$ cat config.mk
export PLATFORM = sky130hd
export DESIGN_NAME = alu_exec_stage
export DESIGN_NICKNAME = d
export VERILOG_FILES = /design/src/rtl/alu_exec_stage.sv
export SDC_FILE = /design/constraint.sdc
export NUM_CORES = 1
export LEC_CHECK = 0
export CAP_MARGIN = 20
export CORE_MARGIN = 1.5
export CORE_UTILIZATION = 41
export CTS_CLUSTER_SIZE = 25
export DETAILED_ROUTE_END_ITERATION = 10
export PLACE_DENSITY_LB_ADDON = 0.08
export SLEW_MARGIN = 20
export SYNTH_ARGS = -nofsm -noshare
export SYNTH_HDL_FRONTEND = slang
export SYNTH_SLANG_ARGS = --single-unit
$ cat constraint.sdc
create_clock -name clk -period 11.76 [get_ports clk]
set_clock_uncertainty 0.1 [all_clocks]
set_input_delay 3.528 -clock clk [delete_from_list [all_inputs] [get_ports clk]]
set_output_delay 3.528 -clock clk [all_outputs]
set_load 0.02 [all_outputs]
$ cat src/rtl/alu_exec_stage.sv
// Registered execute stage: single-cycle ALU ops plus an iterative 32-cycle shift-add multiplier.
// Results are held in an output register until downstream accepts them.
module alu_exec_stage #(
  parameter bit MUL_EN = 1'b1
) (
  input  logic        clk,
  input  logic        rst,
  input  logic        in_valid,
  output logic        in_ready,
  input  logic [3:0]  in_func,
  input  logic [31:0] in_a,
  input  logic [31:0] in_b,
  output logic        out_valid,
  input  logic        out_ready,
  output logic [31:0] out_result,
  output logic        out_zero,
  output logic        out_carry,
  output logic        out_ovf,
  output logic        out_illegal
);

  localparam logic [3:0] FnAdd = 4'd0;
  localparam logic [3:0] FnSub = 4'd1;
  localparam logic [3:0] FnAnd = 4'd2;
  localparam logic [3:0] FnOr  = 4'd3;
  localparam logic [3:0] FnXor = 4'd4;
  localparam logic [3:0] FnNot = 4'd5;
  localparam logic [3:0] FnSll = 4'd6;
  localparam logic [3:0] FnSra = 4'd7;
  localparam logic [3:0] FnSrl = 4'd8;
  localparam logic [3:0] FnMul = 4'd9;

  typedef enum logic [1:0] {StIdle, StBusy, StFull} state_e;

  state_e      state;
  logic [31:0] mcand;
  logic [31:0] mplier;
  logic [31:0] acc;
  logic [5:0]  cnt;

  logic        accept;
  logic        is_mul;
  logic        is_sub;
  logic        shift_big;
  logic [31:0] b_eff;
  logic [32:0] sum;
  logic [31:0] acc_next;
  logic [31:0] res;
  logic        res_carry;
  logic        res_ovf;
  logic        res_illegal;

  assign in_ready  = !rst && (state != StBusy) && ((state == StIdle) || out_ready);
  assign accept    = in_valid && in_ready;
  assign out_valid = (state == StFull);
  assign is_mul    = MUL_EN && (in_func == FnMul);
  assign is_sub    = (in_func == FnSub);
  // Any amount >= 32 saturates the shifters
  assign shift_big = |in_b[31:5];
  assign b_eff     = is_sub ? ~in_b : in_b;
  assign sum       = {1'b0, in_a} + {1'b0, b_eff} + {32'd0, is_sub};
  assign acc_next  = acc + (mplier[0] ? mcand : 32'd0);

  always_comb begin
    res         = '0;
    res_carry   = 1'b0;
    res_ovf     = 1'b0;
    res_illegal = 1'b0;
    case (in_func)
      FnAdd, FnSub: begin
        res       = sum[31:0];
        res_carry = sum[32];
        res_ovf   = (in_a[31] == b_eff[31]) && (sum[31] != in_a[31]);
      end
      FnAnd: res = in_a & in_b;
      FnOr:  res = in_a | in_b;
      FnXor: res = in_a ^ in_b;
      FnNot: res = ~in_a;
      FnSll: res = shift_big ? 32'd0 : (in_a << in_b[4:0]);
      FnSrl: res = shift_big ? 32'd0 : (in_a >> in_b[4:0]);
      FnSra: res = shift_big ? {32{in_a[31]}} : 32'($signed(in_a) >>> in_b[4:0]);
      FnMul: res_illegal = !MUL_EN;
      default: res_illegal = 1'b1;
    endcase
  end

  always_ff @(posedge clk or posedge rst) begin
    if (rst) begin
      state       <= StIdle;
      mcand       <= '0;
      mplier      <= '0;
      acc         <= '0;
      cnt         <= '0;
      out_result  <= '0;
      out_zero    <= 1'b0;
      out_carry   <= 1'b0;
      out_ovf     <= 1'b0;
      out_illegal <= 1'b0;
    end else begin
      case (state)
        StBusy: begin
          acc    <= acc_next;
          mcand  <= mcand << 1;
          mplier <= mplier >> 1;
          cnt    <= cnt + 6'd1;
          if (cnt == 6'd31) begin
            state       <= StFull;
            out_result  <= acc_next;
            out_zero    <= (acc_next == 32'd0);
            out_carry   <= 1'b0;
            out_ovf     <= 1'b0;
            out_illegal <= 1'b0;
          end
        end
        default: begin
          if (accept) begin
            if (is_mul) begin
              state  <= StBusy;
              mcand  <= in_a;
              mplier <= in_b;
              acc    <= '0;
              cnt    <= '0;
            end else begin
              state       <= StFull;
              out_result  <= res;
              out_zero    <= (res == 32'd0);
              out_carry   <= res_carry;
              out_ovf     <= res_ovf;
              out_illegal <= res_illegal;
            end
          end else if (state == StFull && out_ready) begin
            state <= StIdle;
          end
        end
      endcase
    end
  end

endmodule

* Word level (Yosys, flattened, before mapping)
Index checks and enable logic that the tools add are counted.
** Operators by class
- $add $sub $neg :: 4
- Equal/unequal tests :: 17
- Shift operators :: 3
- Multiplexer cells :: 44
- Bitwise operators :: 5
- Reductions and logical operators :: 20
** Operator list (number)
- $mux 32 :: 18
- $pmux 32 s8 :: 1
- $logic_not 32->1 :: 2
- $not 32->32 :: 2
- $add 32x32->33 :: 1
- $add 33x1->33 :: 1
- $add 32x32->32 :: 1
- $and 32x32->32 :: 1
- $or 32x32->32 :: 1
- $shl 32x5->32 :: 1
- $shr 32x5->32 :: 1
- $sshr 32x5->32 :: 1
- $xor 32x32->32 :: 1
- $reduce_or 27->1 :: 1
- $mux 6 :: 3
- $mux 1 :: 17
- $eq 4x3->1 const B :: 4
- $mux 2 :: 5
- $reduce_or 9->1 :: 1
- $eq 4x2->1 const B :: 2
- $eq 4x4->1 const B :: 2
- $add 6x1->6 const B :: 1
- $eq 6x5->1 const B :: 1
- $logic_and 1x1->1 :: 5
- 16 further kinds :: 19
** Word-level totals
- Flip-flop bits (word level) :: 140
- Bits of input ports :: 72
- Output and inout port bits :: 38
- Logic and storage cells :: 103

* Depth between registers and ports, before layout
Gate-level depths: netlist of the first run.
- Word-level depth :: 10
- Gate-level depth with buffers :: 18
- Depth with buffers taken out :: 15

* Least setup slack after synthesis of the first run
No wires, ideal clock.
- Path kind :: input to output
- From :: in out_ready
- To :: out in_ready
- Data arrival time :: 4.039 ns
- Data required time :: 8.132 ns
- Slack :: 4.093 ns
- Stages :: 2
- Path buffers :: 0
- Path through :: inv_1 -> a211oi_2
** Between the ends
- Cells in the longest elaborated chain, start to end :: 2
** Ends and longest elaborated chain
- start: declaration :: line 14 : input logic out_ready,
- $logic_or 1x1->1 :: line 53 : assign in_ready = !rst && (state != StBusy) && ((state == StIdle) || out_ready);
- $logic_and 1x1->1 :: line 53
- end: declaration :: line 9 : output logic in_ready,
No other way between the ends.

* Worst setup path in the final report of the first run
Ends and elaborated chain as after synthesis.

==> flow_summary.toml, run 1 <==
[run_status]
status = "complete, no violations"

[clock_network]
hold_buffers = 0
clockBufferDepth = 2
clkTransAtPathRegs_ns = 0.07
h-tree-depth = 4
cts_setup_buffers = 0
clk_latency_ns = 0.47
cts.sinks = 140
cts_resized = 0
cts_buffers = 17
cts_tree = "done"
cts.root.buffer_cell = "clkbuf_16"

[power_and_ir_drop]
pwr-share-comb_pct = 59.7
clkPwrFrac_pct = 17.0
seqPwrFrac_pct = 23.4
p_leak_nw = 7.97
ir_drop_uv = 119
switchingPower_mw = 1.69
power_density_mw_per_mm2 = 186
switching_share_pct = 48.0
p_int_mw = 1.83

[global_routing]
grt-ovfl-total = 0
antenna_found_initial = 0
grt.total_usage_pct = 35.3
grt_max_degree = 108
grt_pass1_wl_mm = 109
grt_pass1_vias = 16100

[setup_path]
start_kind = "primary input"
r2r_cells = 14
r2r_slack_ns = 6.91
required_ns = 8.13
crit_arrival_ns = 5.13
crit_type = "primary input to output port"
cp_max_fo = 4
critPathCaptureType = "output port"
timing.rr.end = "out_zero"
r2r-start = "mplier[0]"

[sta]
period_share_pct = 74.5
finalSetupViolCount = 0
hold_viol_final = 0
tightest_slew_ns = 1.09
min_period_ns = 8.76
slew_violations = 0
clock.fmax_ghz = 0.114
rsz0062_at_grt = "false"
whs_ns = 0.370
tns_ns = 0
slew_headroom_pct = 27.2

[die]
start_util_pct = 41.4
num_io_pins = 110
coreArea_mm2 = 0.0407
die-area_mm2 = 0.0423
rows = 74
die_width_um = 206
chipHeight_um = 206

[place]
place_area_mm2 = 0.0183
numPortBuffers = 109
gp_congestion = 1.03
dp_hpwl_mm = 56.6
dp_cells = 2640

[flow_run]
drv_cap = 0

[final_layout]
areaGrowthSynthToFinish_pct = 12.2
fin_cells = 2672
layout-drive-gt1-share_pct = 9.77
nets = 2337
fin_area_mm2 = 0.0189
fin_util_pct = 46.4
num-fill-cells = 4108
n_antenna_cell = 0

[logic_synthesis]
netlist.area_leader.share_pct = 20.8
synth-edff-count = 0
yosysMostFrequentCell = "nand2_1"
ys_seq_elements = 140
seq_area_frac_synth_pct = 20.8
ys_types = 89
synth_xor_area_share_pct = 4.00
synth_adder_area_share_pct = 10.3
yosys.area_share.simple_pct = 21.2
ys.warnings.count = 0
synthTopCellsByArea = "dfrtp_1, ha_1, mux4_2"
yosys-mux-area-fraction_pct = 14.4
synth_top_family_by_area = "compound AO/OA/AOI/OAI gates"
syn_area_mm2 = 0.0169
synth_compound_area_share_pct = 22.7
synth_top_area_cell = "dfrtp_1"
avgSynthCellArea_um2 = 7.93
synth_cells = 2126
synth-async-reset-ratio_pct = 100
synth_commonest_cells = "nand2_1, nor2_1, dfrtp_1"
synth_nets = 2336
ys.flop_type = "dfrtp_1"

[route]
postRouteAntennaNets = 0
first_pass_iters = 7
drt_wl_total_mm = 74.2
vias = 17200
drt-initial-drc-count = 1701
via_per_inst = 6.42
drc = 0
wire_per_inst_um = 27.8

[worst_hold_path]
min_path_cells = 2
holdCritPathClass = "flop to flop"
worstHoldStart = "out_result[29]"
hold-path-endpoint = "out_result[29]"
-- through the flow --
stage | setup WS (ns) | power, mW
finish | 3.00 | 3.52
global route | 2.97 | 3.76
CTS | 3.00 | 3.51
detailed placement | 3.00 | 2.90
global placement | 3.06 | 2.88
floorplan | 4.09 | 2.21
-- cell type report --
class,count,area [µm²],area share (%)
Tap cell,532,666,3.52
Clock inverter,15,224,1.18
Multi-Input combinational cell,1724,12300,65.1
Clock buffer,17,425,2.25
Sequential cell,140,3500,18.5
Timing Repair Buffer,160,1460,7.71
Inverter,84,320,1.69
-- critical path, cell delays in order --
cell	delay [ns]
clkdlybuf4s50_1	0.46
inv_1	0.06
a211oi_2	0.40
clkdlybuf4s50_1	0.68
-- cell families after synthesis --
logic type | Yosys count
fa+ha+maj | 138
compound gates | 583
simple gates | 776
mux | 150
xor+xnor | 77
flops | 140
buf+inv | 262
-- cells in the final DEF (no fill, tap or decap), types with 10 or more instances in the layout --
cell	synthesis	final
mux4_2	67	67
ha_1	136	136
a21o_1	25	25
nor2_1	171	171
clkdlybuf4s50_1	0	105
mux2_2	25	25
xor2_1	19	19
o2111ai_1	12	12
and3_1	18	17
nor4_1	21	21
a211o_1	10	10
o221ai_1	10	10
nand4_1	18	18
and2_1	40	40
o21ai_0	127	127
buf_4	5	53
xnor2_1	58	58
nand2_1	332	331
nor3_1	41	40
o22ai_1	24	24
o21a_1	17	17
clkbuf_16	0	17
o21bai_1	12	12
dfrtp_1	140	140
a221oi_1	11	11
nor2b_1	13	12
o211ai_1	24	24
a31oi_1	79	79
nand3_1	63	63
a21oi_1	108	108
mux2i_1	53	53
inv_1	81	80
a211oi_1	34	34
-- power by group through the flow --
stage	Sequential (mW)	Combinational, mW	Clock [mW]
finish	0.823	2.10	0.597
global placement	0.827	2.06	0
CTS	0.825	2.08	0.609
detailed placement	0.831	2.07	0
floorplan	0.834	1.37	0
global route	0.851	2.28	0.631
-- registers in the layout, summed over array words and instances, names as in the netlist --
name	flops
out_illegal	1
acc	32
out_carry	1
out_ovf	1
out_zero	1
state	2
mplier	32
out_result	32
cnt	6
mcand	32
-- layer usage --
| layer | wire (µm) | part of all wire [%] | global-route usage (%) | up-vias |
|---|---|---|---|---|
| met4 | 3020 | 4.1 | 14.6 | 0 |
| met2 | 34500 | 46 | 56.8 | 730 |
| met5 | 0 | 0 | 0 | - |
| met1 | 31900 | 43 | 47.1 | 8465 |
| met3 | 4780 | 6.5 | 5.24 | 129 |
| li1 | - | - | - | 7838 |
-- worst max-delay path by stage --
stage,start,to,slack [ns],cells past startpoint
floorplan,out_ready,in_ready,4.09,2
global placement,out_ready,in_ready,3.06,4
detailed placement,out_ready,in_ready,3.00,4
CTS,out_ready,in_ready,3.00,4
global route,out_ready,in_ready,2.97,4
finish,out_ready,in_ready,3.00,4
No activity file was read; power rests on OpenSTA's default activity.
==> inputs of run 2 (changes only) <==
==> constraint.sdc (replaced) <==
create_clock -name clk -period 7.9 [get_ports clk]
set_clock_uncertainty 0.1 [all_clocks]
set_input_delay 2.37 -clock clk [delete_from_list [all_inputs] [get_ports clk]]
set_output_delay 2.37 -clock clk [all_outputs]
set_load 0.02 [all_outputs]
==> run 2 against run 1 <==
  * Worst hold slack gained 0.0032 ns
  * Worst setup slack worse by 1.7 ns
  * Utilization up 0.27 points
  * Sequential power rose by 48%
  * Critical path depth increased by 13
  * Register-to-register slack worse by 3.9 ns
  * Power increased by 47%
  * First-iteration DRC count grew 9.7%
  * Flip-flop and latch count unchanged
  * Sequential share of layout area is 0.11 points lower
  * Non-clock buffer count grew 23
  * Critical endpoint is now out_zero
  * Largest power group unchanged
==> flow_summary.toml, run 2 (synthesis gave the netlist of run 1 again) <==
[global_routing]
grt.total_usage_pct = 36.0
grt_max_degree = 110
antenna_found_initial = 1
grt_pass1_wl_mm = 110
grt-ovfl-total = 0
grt_pass1_vias = 16300

[setup_path]
crit_chain = "clkdlybuf4s50_1 -> nor4b_4 -> buf_4 -> xnor2_1 -> inv_1 -> fa_1 -> nand3b_1 -> a211oi_1 -> or2_2 -> o2111ai_1 -> a21oi_1 -> o2111ai_1 -> a2111oi_2 -> o2111ai_1 -> nor4_1 -> nand3_1 -> nand3_1"
start_kind = "primary input"
required_ns = 8.20
cp_slowest_cell = "clkdlybuf4s50_1"
crit_arrival_ns = 6.91
crit_type = "primary input to flop"
cp_max_fo = 17
critPathCaptureType = "flop"
crit_buf_inv = 3
crit_top_cell = "o2111ai_1"
cpLargestDelayFamily = "compound AO/OA/AOI/OAI gates"
cp_slowest_stage_delay_ns = 0.46

[final_layout]
num-fill-cells = 4086
final_cell_mix = "nand2_1, nor2_1, dfrtp_1"
nets = 2360
areaGrowthSynthToFinish_pct = 12.9
n_antenna_cell = 0
layout-drive-gt1-share_pct = 10.6
layout_commonest_cell = "nand2_1"

[route]
drt-initial-drc-count = 1866
wire_per_inst_um = 28.2
drc = 0
postRouteAntennaNets = 0
via_per_inst = 6.47
first_pass_iters = 6
drt_wl_total_mm = 75.9
vias = 17400

[die]
coreArea_mm2 = 0.0407
start_util_pct = 41.4
die-area_mm2 = 0.0423
chipHeight_um = 206
rows = 74
die_width_um = 206
num_io_pins = 110

[clock_network]
cts.sinks = 140
cts_buffers = 17
cts.root.buffer_cell = "clkbuf_16"
cts_tree = "done"
h-tree-depth = 4
clkTransAtPathRegs_ns = 0.07
hold_buffers = 0
clk_latency_ns = 0.46
cts_resized = 0
cts_setup_buffers = 0
clockBufferDepth = 2

[power_and_ir_drop]
ir_drop_uv = 143
power.total_mw = 5.16
p_leak_nw = 8.04
power_density_mw_per_mm2 = 271

[sta]
slew_violations = 0
clock.fmax_ghz = 0.151
min_period_ns = 6.62
rsz0062_at_grt = "false"
period_share_pct = 83.7
hold_viol_final = 0
tightest_slew_ns = 1.01
finalSetupViolCount = 0
slew_headroom_pct = 32.5
tns_ns = 0

[place]
dp_hpwl_mm = 58.8
numPortBuffers = 109
gp_congestion = 1.01

[flow_run]
drv_cap = 0

[worst_hold_path]
holdCritPathClass = "flop to flop"

[run_status]
status = "complete, no violations"
[run 2: changes by cell type in the layout (fill, tap and decap cells not counted), moves of 2 or more]
cell,change
inv_8,-3
clkinv_2,+2
clkinvlp_4,+2
buf_4,+23
clkbuf_1,+2
clkinv_8,-3
[run 2: worst reg2reg max path, stage by stage (launching register included)]
cell	delay (ns)
dfrtp_1	0.74
and2_1	0.35
ha_1	0.23
fa_1	0.44
a21o_1	0.23
a211oi_2	0.36
o211ai_1	0.23
a211oi_1	0.58
o21ai_0	0.18
or3_1	0.36
xnor2_1	0.33
and2_1	0.18
nor4bb_1	0.26
nand4b_1	0.17
nand3_1	0.11
[run 2: final timing paths]
check	startpoint	end	slack (ns)	cells after the start
worst max-delay path	in_func[1]	out_zero	1.28	17
worst min-delay path	out_result[29]	out_result[29]	0.37	2
worst max register to register	mplier[0]	out_zero	3.00	14
worst min register to register	out_result[29]	out_result[29]	0.37	2
max in group asynchronous	rst	mplier[6]	4.06	3
min in group asynchronous	rst	state[1]	2.47	2
[run 2: final cells by class]
cell class / count / area [µm²] / area share, %
multi-input cells: 1724 / 12300 / 64.8
repair buffers: 183 / 1630 / 8.58
clock inverters: 12 / 136 / 0.717
well taps: 532 / 666 / 3.50
clock buffers: 20 / 447 / 2.35
flip-flops and latches: 140 / 3500 / 18.4
inverters: 84 / 320 / 1.68
[run 2: stage by stage]
step | worst slack [ns] | utilization, % | instances | hold WS [ns] | cell area (µm²)
5_1_grt | 0.885 | 46.7 | 2695 | 0.407 | 19000
2_1_floorplan | 1.68 | - | 2126 | 0.365 | 16900
3_3_place_gp | 1.05 | 45.2 | 2663 | 0.355 | 18400
4_1_cts | 1.36 | 46.7 | 2695 | 0.378 | 19000
3_5_place_dp | 0.892 | 45.2 | 2663 | 0.364 | 18400
6_report | 1.28 | 46.7 | 2695 | 0.373 | 19000
[run 2: metal layers]
layer  GRT usage (%)  part of all wire, %  vias to the layer above  wire length [µm]
met1            46.4                   41                     8492             31300
li1                -                    -                     7881                 -
met4            15.4                  4.9                        2              3690
met3            6.29                  7.5                      167              5700
met2            58.9                   46                      883             35200
met5               0                0.017                        -                13
[run 2: report_power, final]
part | total, mW | internal, mW | switching, mW
clock network | 0.818 | 0.475 | 0.343
logic | 3.12 | 1.20 | 1.92
registers | 1.22 | 1.01 | 0.214
